<file path="src/rtl/vend_ctrl_param.sv">
// Parametrised coin-vending controller: accumulates credit, dispenses through a
// valid/ready handshake, then pays change or a refund through a second handshake.
module vend_ctrl_param #(
  parameter int unsigned PRICE       = 30,
  parameter int unsigned COIN_A      = 5,
  parameter int unsigned COIN_B      = 10,
  parameter int unsigned COIN_C      = 25,
  parameter int unsigned CREDIT_W    = 6,
  parameter int unsigned TIMEOUT_CYC = 0
) (
  input  logic                clk,
  input  logic                rst_n,
  input  logic [1:0]          in_i,
  input  logic                confirm_i,
  output logic                vend_valid_o,
  input  logic                vend_ready_i,
  output logic                pay_valid_o,
  output logic [CREDIT_W-1:0] pay_amt_o,
  output logic                pay_kind_o,
  input  logic                pay_ready_i,
  output logic [CREDIT_W-1:0] credit_o,
  output logic                busy_o,
  output logic [1:0]          out_o
);

  localparam int unsigned SUM_W = CREDIT_W + 1;
  localparam int unsigned TMR_W = (TIMEOUT_CYC > 1) ? $clog2(TIMEOUT_CYC) : 1;

  localparam logic [1:0] ST_IDLE   = 2'b00;
  localparam logic [1:0] ST_CANCEL = 2'b01;
  localparam logic [1:0] ST_EXACT  = 2'b10;
  localparam logic [1:0] ST_CHANGE = 2'b11;

  typedef enum logic [1:0] {
    S_IDLE,
    S_ACCUM,
    S_VEND,
    S_PAYOUT
  } state_e;

  state_e              state_q, state_d;
  logic [CREDIT_W-1:0] credit_q, credit_d;
  logic [CREDIT_W-1:0] pay_amt_q, pay_amt_d;
  logic                pay_kind_q, pay_kind_d;
  logic                vend_valid_q, vend_valid_d;
  logic                pay_valid_q, pay_valid_d;
  logic                busy_q, busy_d;
  logic [1:0]          out_q, out_d;
  logic [TMR_W-1:0]    timer_q, timer_d;

  logic [SUM_W-1:0]    coin_val;
  logic [SUM_W-1:0]    sum;
  logic                timeout;

  // Sum is one bit wider than credit so the price comparison cannot wrap.
  always_comb begin
    coin_val = '0;
    case (in_i)
      2'b01:   coin_val = SUM_W'(COIN_A);
      2'b10:   coin_val = SUM_W'(COIN_B);
      2'b11:   coin_val = SUM_W'(COIN_C);
      default: coin_val = '0;
    endcase
    sum     = {1'b0, credit_q} + coin_val;
    timeout = (TIMEOUT_CYC != 0) && (state_q == S_ACCUM) && !confirm_i &&
              (timer_q == TMR_W'(TIMEOUT_CYC - 1));
  end

  // Next-state and registered-output logic.
  always_comb begin
    state_d      = state_q;
    credit_d     = credit_q;
    pay_amt_d    = pay_amt_q;
    pay_kind_d   = pay_kind_q;
    vend_valid_d = vend_valid_q;
    pay_valid_d  = pay_valid_q;
    busy_d       = busy_q;
    out_d        = out_q;
    timer_d      = timer_q;

    case (state_q)
      S_IDLE, S_ACCUM: begin
        if (confirm_i && (in_i != 2'b00)) begin
          timer_d = '0;
          if (sum < SUM_W'(PRICE)) begin
            credit_d = CREDIT_W'(sum);
            state_d  = S_ACCUM;
          end else begin
            pay_amt_d    = CREDIT_W'(sum - SUM_W'(PRICE));
            pay_kind_d   = 1'b0;
            credit_d     = '0;
            state_d      = S_VEND;
            vend_valid_d = 1'b1;
            busy_d       = 1'b1;
            out_d        = (sum == SUM_W'(PRICE)) ? ST_EXACT : ST_CHANGE;
          end
        end else if ((confirm_i && (in_i == 2'b00)) || timeout) begin
          timer_d = '0;
          if (credit_q != '0) begin
            pay_amt_d   = credit_q;
            pay_kind_d  = 1'b1;
            credit_d    = '0;
            state_d     = S_PAYOUT;
            pay_valid_d = 1'b1;
            busy_d      = 1'b1;
            out_d       = ST_CANCEL;
          end else begin
            state_d = S_IDLE;
          end
        end else if (state_q == S_ACCUM) begin
          timer_d = timer_q + TMR_W'(1);
        end
      end
      S_VEND: begin
        if (vend_ready_i) begin
          vend_valid_d = 1'b0;
          if (pay_amt_q != '0) begin
            state_d     = S_PAYOUT;
            pay_valid_d = 1'b1;
          end else begin
            state_d = S_IDLE;
            busy_d  = 1'b0;
            out_d   = ST_IDLE;
          end
        end
      end
      S_PAYOUT: begin
        if (pay_ready_i) begin
          pay_valid_d = 1'b0;
          pay_amt_d   = '0;
          state_d     = S_IDLE;
          busy_d      = 1'b0;
          out_d       = ST_IDLE;
        end
      end
      default: state_d = S_IDLE;
    endcase
  end

  always_ff @(posedge clk or negedge rst_n) begin
    if (!rst_n) begin
      state_q      <= S_IDLE;
      credit_q     <= '0;
      pay_amt_q    <= '0;
      pay_kind_q   <= 1'b0;
      vend_valid_q <= 1'b0;
      pay_valid_q  <= 1'b0;
      busy_q       <= 1'b0;
      out_q        <= ST_IDLE;
      timer_q      <= '0;
    end else begin
      state_q      <= state_d;
      credit_q     <= credit_d;
      pay_amt_q    <= pay_amt_d;
      pay_kind_q   <= pay_kind_d;
      vend_valid_q <= vend_valid_d;
      pay_valid_q  <= pay_valid_d;
      busy_q       <= busy_d;
      out_q        <= out_d;
      timer_q      <= timer_d;
    end
  end

  assign vend_valid_o = vend_valid_q;
  assign pay_valid_o  = pay_valid_q;
  assign pay_amt_o    = pay_amt_q;
  assign pay_kind_o   = pay_kind_q;
  assign credit_o     = credit_q;
  assign busy_o       = busy_q;
  assign out_o        = out_q;

endmodule
</file>
<file path="config.mk">
export PLATFORM = sky130hd
export DESIGN_NAME = vend_ctrl_param
export DESIGN_NICKNAME = d
export VERILOG_FILES = /design/src/rtl/vend_ctrl_param.sv
export SDC_FILE = /design/constraint.sdc
export NUM_CORES = 1
export LEC_CHECK = 0
export ABC_AREA = 1
export CAP_MARGIN = 15
export CORE_UTILIZATION = 45
export CTS_CLUSTER_DIAMETER = 150
export DETAILED_ROUTE_END_ITERATION = 10
export PLACE_DENSITY = 0.72
export SLEW_MARGIN = 10
export SYNTH_ARGS = -nofsm -noshare
export SYNTH_HDL_FRONTEND = slang
export SYNTH_SLANG_ARGS = --single-unit
</file>
<file path="constraint.sdc">
create_clock -name clk -period 2.1 [get_ports clk]
set_input_delay 0.21 -clock clk [delete_from_list [all_inputs] [get_ports clk]]
set_output_delay 0.21 -clock clk [all_outputs]
set_load 0.02 [all_outputs]
</file>
==> metrics.md, run 1 <==
| Metric | Value |
|---|---|
| Outcome | complete, but fails checks |
| Failing checks | negative setup slack |
| Row Count | 20 |
| DR WL/cell | 11.8 microns |
| Post-layout nets | between 200 and 300 |
| Via Count | 1477 |
| CP Capture Type | flop |
| Critical setup path kind | reg2reg |
| Share of layout cells above drive strength 1 | 31.8% |
| Vias in the first global route | 1423 |
| Hold crit path type | in2async |
| Net count after synthesis | 218 |
| Tot GR Track Use | 22.2% |
| CP Launch Type | flop |
| Width of the die | 60.1 microns |
| Syn Std Cell Area | 0.00152 sq mm |
| Boundary Pins | 25 |
| Seq/Total Area, Yosys | 32.9% |
| Hold Vio Cnt, Final | 0 |
| Worst Reg-to-Reg Cells | 11 |
| Initial antenna violation count | 0 |
| Residual DRC | 0 |
| Post-synthesis cell type count | 31 |
| Initial Util | 48.6% |
| Final ANT Viol Nets | 0 |
| Hpwl dp | roughly 2.9 mm |
| Die H | 60.1 microns |
| CTS tree | built |
| Die ar. | 0.00361 sq mm |
| FF-to-FF Start | credit_o[0] |
| Flop2flop setup slack | -0.02 ns |
| Setup ws final | -0.0159 ns |
| Design Area, Final | around 0.0022 sq mm |
| Highest clock rate | 473 MHz |
| CTS max path bufs | 2 |
| Total Power | just over 3 mW |
| WP data required | 2.30 ns |
| Initial DRT Pass Iterations | 5 |
| First-pass GRT wire length | between 6 and 7 mm |
| Number of max-cap violations | 0 |
| Leak | 1.09 nW |
| Congestion Overflow GR | 0 |
| Ys async rst share | 100% |
| P&R area growth vs syn | 42.0% |
| Worst Setup SP | credit_o[0] |
| EDFF count, synth | 0 |
| Finished Core Util | about 69% |
| Total core area | between 0.003 and 0.004 sq mm |
| Clk_lat worst skew | 0.30 ns |
| Ant. Diodes | 0 |
| CTS buffer count | 3 |
| Final min period | 2.12 ns |
| Arrival @ worst endpoint | 2.31 ns |
| Power per cell area | 1420 mW/mm^2 |
| Clock skew | 0.00590 ns |
| Max Slew Vio Count | 0 |
| Worst VDD drop | between 0.7 and 0.8 mV |
| FF+latch count, synth | 20 |
| Final Setup Violations | 4 |
| FF-to-FF End | pay_amt_o[2] |
| Cells after Synth | 204 |
| Dpl cell area | approximately 0.0020 sq mm |
| CP max FO | 7 |
| RSZ-0062 raised after global routing | yes |
| GP Congestion | 0.885 |
| CTS sink count | 20 |
| Top FF cell, synth | dfrtp_1 |
| DP Worst Slack | -0.483 ns |
| Hold-fix buffers at CTS | 0 |
| Largest net degree at the start of global routing | 21 |
| DR iter-0 viols | 44 |
| Via density per instance | 4.89 |
| WL final | 3.55 mm |
| H-tree depth | 1 |
| Final worst path period share | 101% |
| CTS root buffer | clkbuf_4 |
| PortBufs | 24 |
| Clock Pin Slew Worst Setup and Hold Paths | 0.12 ns |
| Slew HR | 78.8% |
| Avg Synthesized Cell Area | 7.45 sq um |
| Slew @ Worst Pin | 0.315 ns |
| Ys Warns | 0 |
[stage by stage]
stage	std cells	hold slack, ns	setup TNS [ns]
detailed placement	294	0.471	-7.69
global placement	294	0.457	-6.55
global route	302	0.240	-1.03
floorplan	204	-0.0856	-0.301
finish	302	0.225	-0.0437
CTS	300	0.232	-0.191
[critical path: stages, from the launching register on]
cell     delay [ns]
dfrtp_2        0.44
ha_4           0.16
fa_2           0.56
ha_4           0.15
nand3_4        0.08
nor2_8         0.13
nor2_8         0.06
nand2_4        0.09
nand2_4        0.08
buf_12         0.15
nand2_4        0.05
o21ai_2        0.05
[cell usage after synthesis (2+ instances only)]
cell / instances / share of area [%]
o22ai_1: 4 / 1.6
inv_1: 26 / 6.4
o211ai_1: 3 / 1.5
nand2_2: 10 / 4.1
ha_1: 6 / 4.9
dfrtp_1: 20 / 33
nor2_8: 3 / 4.0
nand2_4: 3 / 2.2
o21ai_0: 9 / 3.0
o21ai_2: 5 / 2.9
inv_2: 5 / 1.2
nand3_2: 2 / 1.3
a21oi_1: 6 / 2.0
nor3_2: 2 / 1.3
nand3_1: 13 / 4.3
nor2_1: 18 / 4.4
nand2_1: 55 / 14
[routing by layer]
| metal | up-vias | part of all wire [%] | global-route usage [%] |
|---|---|---|---|
| met4 | 0 | 1.0 | 7.31 |
| met1 | 683 | 46 | 28.8 |
| li1 | 760 | - | - |
| met5 | - | 0 | 0 |
| met2 | 30 | 50 | 36.7 |
| met3 | 4 | 3.7 | 4.11 |
[flip-flops by register name, indices dropped and copies added (netlist names)]
signal / count
busy_o: 1
credit_o: 6
out_o: 2
pay_amt_o: 6
pay_kind_o: 1
pay_valid_o: 1
state_q: 2
vend_valid_o: 1
[worst max path at each step]
stage / endpoint / slack, ns
after detailed placement: pay_amt_o[1] / -0.48
after floorplan: pay_amt_o[1] / -0.06
final: pay_amt_o[2] / -0.02
after global routing: pay_amt_o[5] / -0.12
after CTS: pay_amt_o[2] / -0.04
after global placement: pay_amt_o[1] / -0.40
[final cells by class]
| cell class | instances | area, sq um |
|---|---|---|
| fillers | 251 | 971 |
| multi-input cells | 150 | 962 |
| flip-flops and latches | 20 | 503 |
| repair buffers | 52 | 480 |
| inverters | 32 | 120 |
| well taps | 44 | 55.1 |
| clock buffers | 4 | 36.3 |
[logic make-up after synthesis]
group / synth area share, %
AOI/OAI and AO/OA: 11.4
buffers and inverters: 9.47
and+or+nand+nor: 38.7
adders and majority gates: 6.26
DFF: 32.9
xor gates and xnor gates: 1.15
[power by group]
part | internal [mW] | switching [mW] | total [mW]
Clock | 0.106 | 0.121 | 0.226
Sequential | 0.540 | 0.129 | 0.669
Combinational | 1.01 | 1.16 | 2.17
Total | 1.66 | 1.41 | 3.07
[placed cells by master, fill, tap and decap left out, types with 4 or more instances in the layout]
| cell | n |
|---|---|
| o21ai_0 | 8 |
| o21ai_2 | 5 |
| nand3_1 | 13 |
| dfrtp_1 | 18 |
| nand2_2 | 12 |
| inv_2 | 7 |
| nand2_1 | 52 |
| nor2_1 | 16 |
| a21oi_1 | 5 |
| inv_1 | 24 |
| clkdlybuf4s50_1 | 22 |
| nand2_4 | 4 |
| buf_4 | 25 |
[what timing repair did]
item | CTS | global route
setup buffers | 2 | 2
endpoints found under the setup margin | 18 | 18
gates resized for setup | 9 | 9
pin swaps | 1 | 0
Power figures use the tool's default switching activity.
==> inputs of run 2 (changes only) <==
--- a/config.mk
+++ b/config.mk
@@ -7,10 +7,11 @@
 export LEC_CHECK = 0
 export ABC_AREA = 1
 export CAP_MARGIN = 15
-export CORE_UTILIZATION = 45
+export CORE_UTILIZATION = 43
 export CTS_CLUSTER_DIAMETER = 150
 export DETAILED_ROUTE_END_ITERATION = 10
-export PLACE_DENSITY = 0.72
+export PLACE_DENSITY = 0.69
+export REMOVE_ABC_BUFFERS = 1
 export SLEW_MARGIN = 10
 export SYNTH_ARGS = -nofsm -noshare
 export SYNTH_HDL_FRONTEND = slang
==> run 2 against run 1 <==
  * The run still ends with negative setup slack left
  * Sequential share of layout area fell by 1.0 points
  * Routed wire length rose by 1.9%
  * Critical path depth rose by 2
==> metrics.md, run 2 (synthesis gave the netlist of run 1 again) <==
| Metric | Value |
|---|---|
| Outcome | complete, but fails checks |
| Failing checks | negative setup slack |
| Commonest non-fill, non-tap cell in the layout | nand2_1 |
| Share of layout cells above drive strength 1 | 36.5% (+4.7 points) |
| WL final | 3.62 mm (+1.9%) |
| Total core area | 0.00336 sq mm (+7.5%) |
| Hold-fix buffers at CTS | 0 (unchanged) |
| Net Sw Frac | 45.7% (-0.26 points) |
| CP max FO | 6 (-1) |
| Most frequent cells in the layout | nand2_1 (51), buf_4 (34), inv_1 (24) |
| Grt met2 use | 37.4% (+0.69 points) |
| H-tree depth | 1 (unchanged) |
| Row Count | 21 (+5.0%) |
| Worst VDD drop | 0.861 mV (+12%) |
| CTS root buffer | clkbuf_4 |
| Hold crit path type | in2async |
| CTS tree | built |
| Power per cell area | 1420 mW/mm^2 (-0.42%) |
| RSZ-0062 raised after global routing | yes |
| Final min period | 2.14 ns (+0.0261 ns) |
| Final worst path period share | 102% (+1.2 points) |
| Clk_lat worst skew | 0.30 ns (about the same) |
| CTS sink count | 20 (unchanged) |
| Worst Reg-to-Reg Cells | 13 (+2) |
| Slew @ Worst Pin | 0.277 ns (-0.0383 ns) |
| Via density per instance | 4.75 (-2.8%) |
| Final ANT Viol Nets | 0 (unchanged) |
| Clock Pin Slew Worst Setup and Hold Paths | 0.12 ns (about the same) |
| Hold Vio Cnt, Final | 0 (unchanged) |
| Sw power | 1.45 mW (+2.9%) |
| FF-to-FF End | pay_amt_o[2] |
| Post-Route Setup TNS | -0.202 ns (-0.158 ns) |
| Critical setup path kind | reg2reg |
| CP Launch Type | flop |
| Leak | 1.12 nW (+2.8%) |
| DR WL/cell | 11.6 microns (-1.4%) |
| Largest net degree at the start of global routing | 21 (unchanged) |
| GP Congestion | 0.843 (-4.8%) |
| CP Capture Type | flop |
| First-pass GRT wire length | 6.02 mm (+0.33%) |
| Total Power | 3.18 mW (+3.5%) |
| Flop2flop setup slack | -0.04 ns (-0.03 ns) |
| P&R area growth vs syn | 47.6% |
| Vias in the first global route | 1378 (-3.2%) |
| Initial antenna violation count | 0 (unchanged) |
| Congestion Overflow GR | 0 (unchanged) |
| Boundary Pins | 25 (unchanged) |
| Hpwl dp | 2.82 mm (-3.3%) |
| Grt met3 use | 5.46% (+1.3 points) |
| Clock skew | 0.00747 ns (+0.00157 ns) |
| Seq pwr share | 20.5% (-1.3 points) |
| Width of the die | 61.4 microns (+2.2%) |
| Max Slew Vio Count | 0 (unchanged) |
| Via Count | 1483 (+0.41%) |
| CTS max path bufs | 2 (unchanged) |
| Setup ws final | -0.0421 ns (-0.0261 ns) |
| Met1 usage | 29.0% (+0.20 points) |
| Clock power frac | 7.1% (-0.3 points) |
| Initial DRT Pass Iterations | 4 (-1) |
| Number of max-cap violations | 0 (unchanged) |
| FF-to-FF Start | credit_o[0] |
| Die ar. | 0.00377 sq mm (+4.5%) |
| Residual DRC | 0 (unchanged) |
| Initial Util | 45.2% (-3.4 points) |
| Die H | 61.4 microns (+2.2%) |
| Comb pwr share | 72.4% (+1.6 points) |
| Ant. Diodes | 0 (unchanged) |
| Int Pwr | 1.72 mW (+4.0%) |
| Post-layout nets | 281 (+2.9%) |
| Arrival @ worst endpoint | 2.38 ns (+0.07 ns) |
| Slew HR | 81.5% (+2.7 points) |
| DR iter-0 viols | 69 (+57%) |
| CTS buffer count | 3 (unchanged) |
| PortBufs | 24 (unchanged) |
| Final Setup Violations | 6 (+2) |
| Tot GR Track Use | 22.1% (-0.043 points) |
| Highest clock rate | 467 MHz (-1.2%) |
| Grt peak-use layer | met2 |
| WP data required | 2.34 ns (+0.04 ns) |
run 2: changes by cell type in the layout (fill, tap and decap cells not counted), sizes merged:
cell	before	now
dlymetal6s2s	1	0
dlygate4sd2	1	2
buf	28	36
run 2: critical path: stages, from the launching register on:
cell and delay, ns:
dfrtp_1 0.40, ha_2 0.19, fa_2 0.38, inv_2 0.08
buf_4 0.10, nor3_1 0.05, nor2_2 0.16, nand3_2 0.16
nor2_8 0.14, nand2_4 0.08, nand2_4 0.12, buf_12 0.13
nand2_2 0.05, o21ai_2 0.05
run 2: layout make-up:
type	instances	area, sq um
Fill cell	304	1120
Multi-Input combinational cell	150	987
Inverter	32	120
Timing Repair Buffer	60	541
Clock buffer	4	36.3
Sequential cell	20	500
Tap cell	46	57.6
run 2: what timing repair did:
action / in CTS / in global routing
gates cloned: 1 / 0
pin swaps: 4 / 5
setup buffers: 4 / 2
gates resized for setup: 19 / 13
hold endpoints to repair: 0 / 0
setup endpoints to repair: 18 / 17
run 2: worst max path at each step:
| stage | startpoint | to | slack [ns] |
|---|---|---|---|
| 6_report | credit_o[0] | pay_amt_o[2] | -0.04 |
| 5_1_grt | credit_o[0] | pay_amt_o[2] | -0.17 |
| 4_1_cts | credit_o[0] | pay_amt_o[2] | -0.03 |
| 3_5_place_dp | in_i[0] | state_q[0] | -0.54 |
| 3_3_place_gp | in_i[0] | pay_amt_o[5] | -0.47 |
| 2_1_floorplan | credit_o[0] | pay_amt_o[4] | -0.24 |
run 2: stage by stage:
stage / utilization (%) / instance area (sq um) / worst slack [ns] / instances / hold slack [ns]
detailed placement: 60.2 / 2020 / -0.535 / 301 / 0.461
global placement: 60.2 / 2020 / -0.469 / 301 / 0.461
CTS: 64.7 / 2180 / -0.0311 / 310 / 0.237
floorplan: - / 1500 / -0.244 / 202 / -0.0856
finish: 66.7 / 2240 / -0.0421 / 312 / 0.228
global route: 66.7 / 2240 / -0.172 / 312 / 0.242
run 2: routing by layer:
layer	routed length (microns)	vias up
met5	0	-
met4	38	0
met3	109	4
met2	1810	22
met1	1660	679
li1	-	778
run 2: power groups by stage:
stage | clock network, mW | registers (mW) | logic, mW
after floorplan | 0 | 0.812 | 1.03
after global placement | 0 | 0.659 | 1.96
after detailed placement | 0 | 0.658 | 1.97
after CTS | 0.230 | 0.652 | 2.21
after global routing | 0.250 | 0.668 | 2.53
final | 0.227 | 0.650 | 2.30
==> inputs of run 3 (changes only) <==
--- a/config.mk
+++ b/config.mk
@@ -8,7 +8,6 @@
 export ABC_AREA = 1
 export CAP_MARGIN = 15
 export CORE_UTILIZATION = 43
-export CTS_CLUSTER_DIAMETER = 150
 export DETAILED_ROUTE_END_ITERATION = 10
 export PLACE_DENSITY = 0.69
 export REMOVE_ABC_BUFFERS = 1
==> results of run 3 <==
The final DEF is identical to that of run 2; final timing and power are the same.
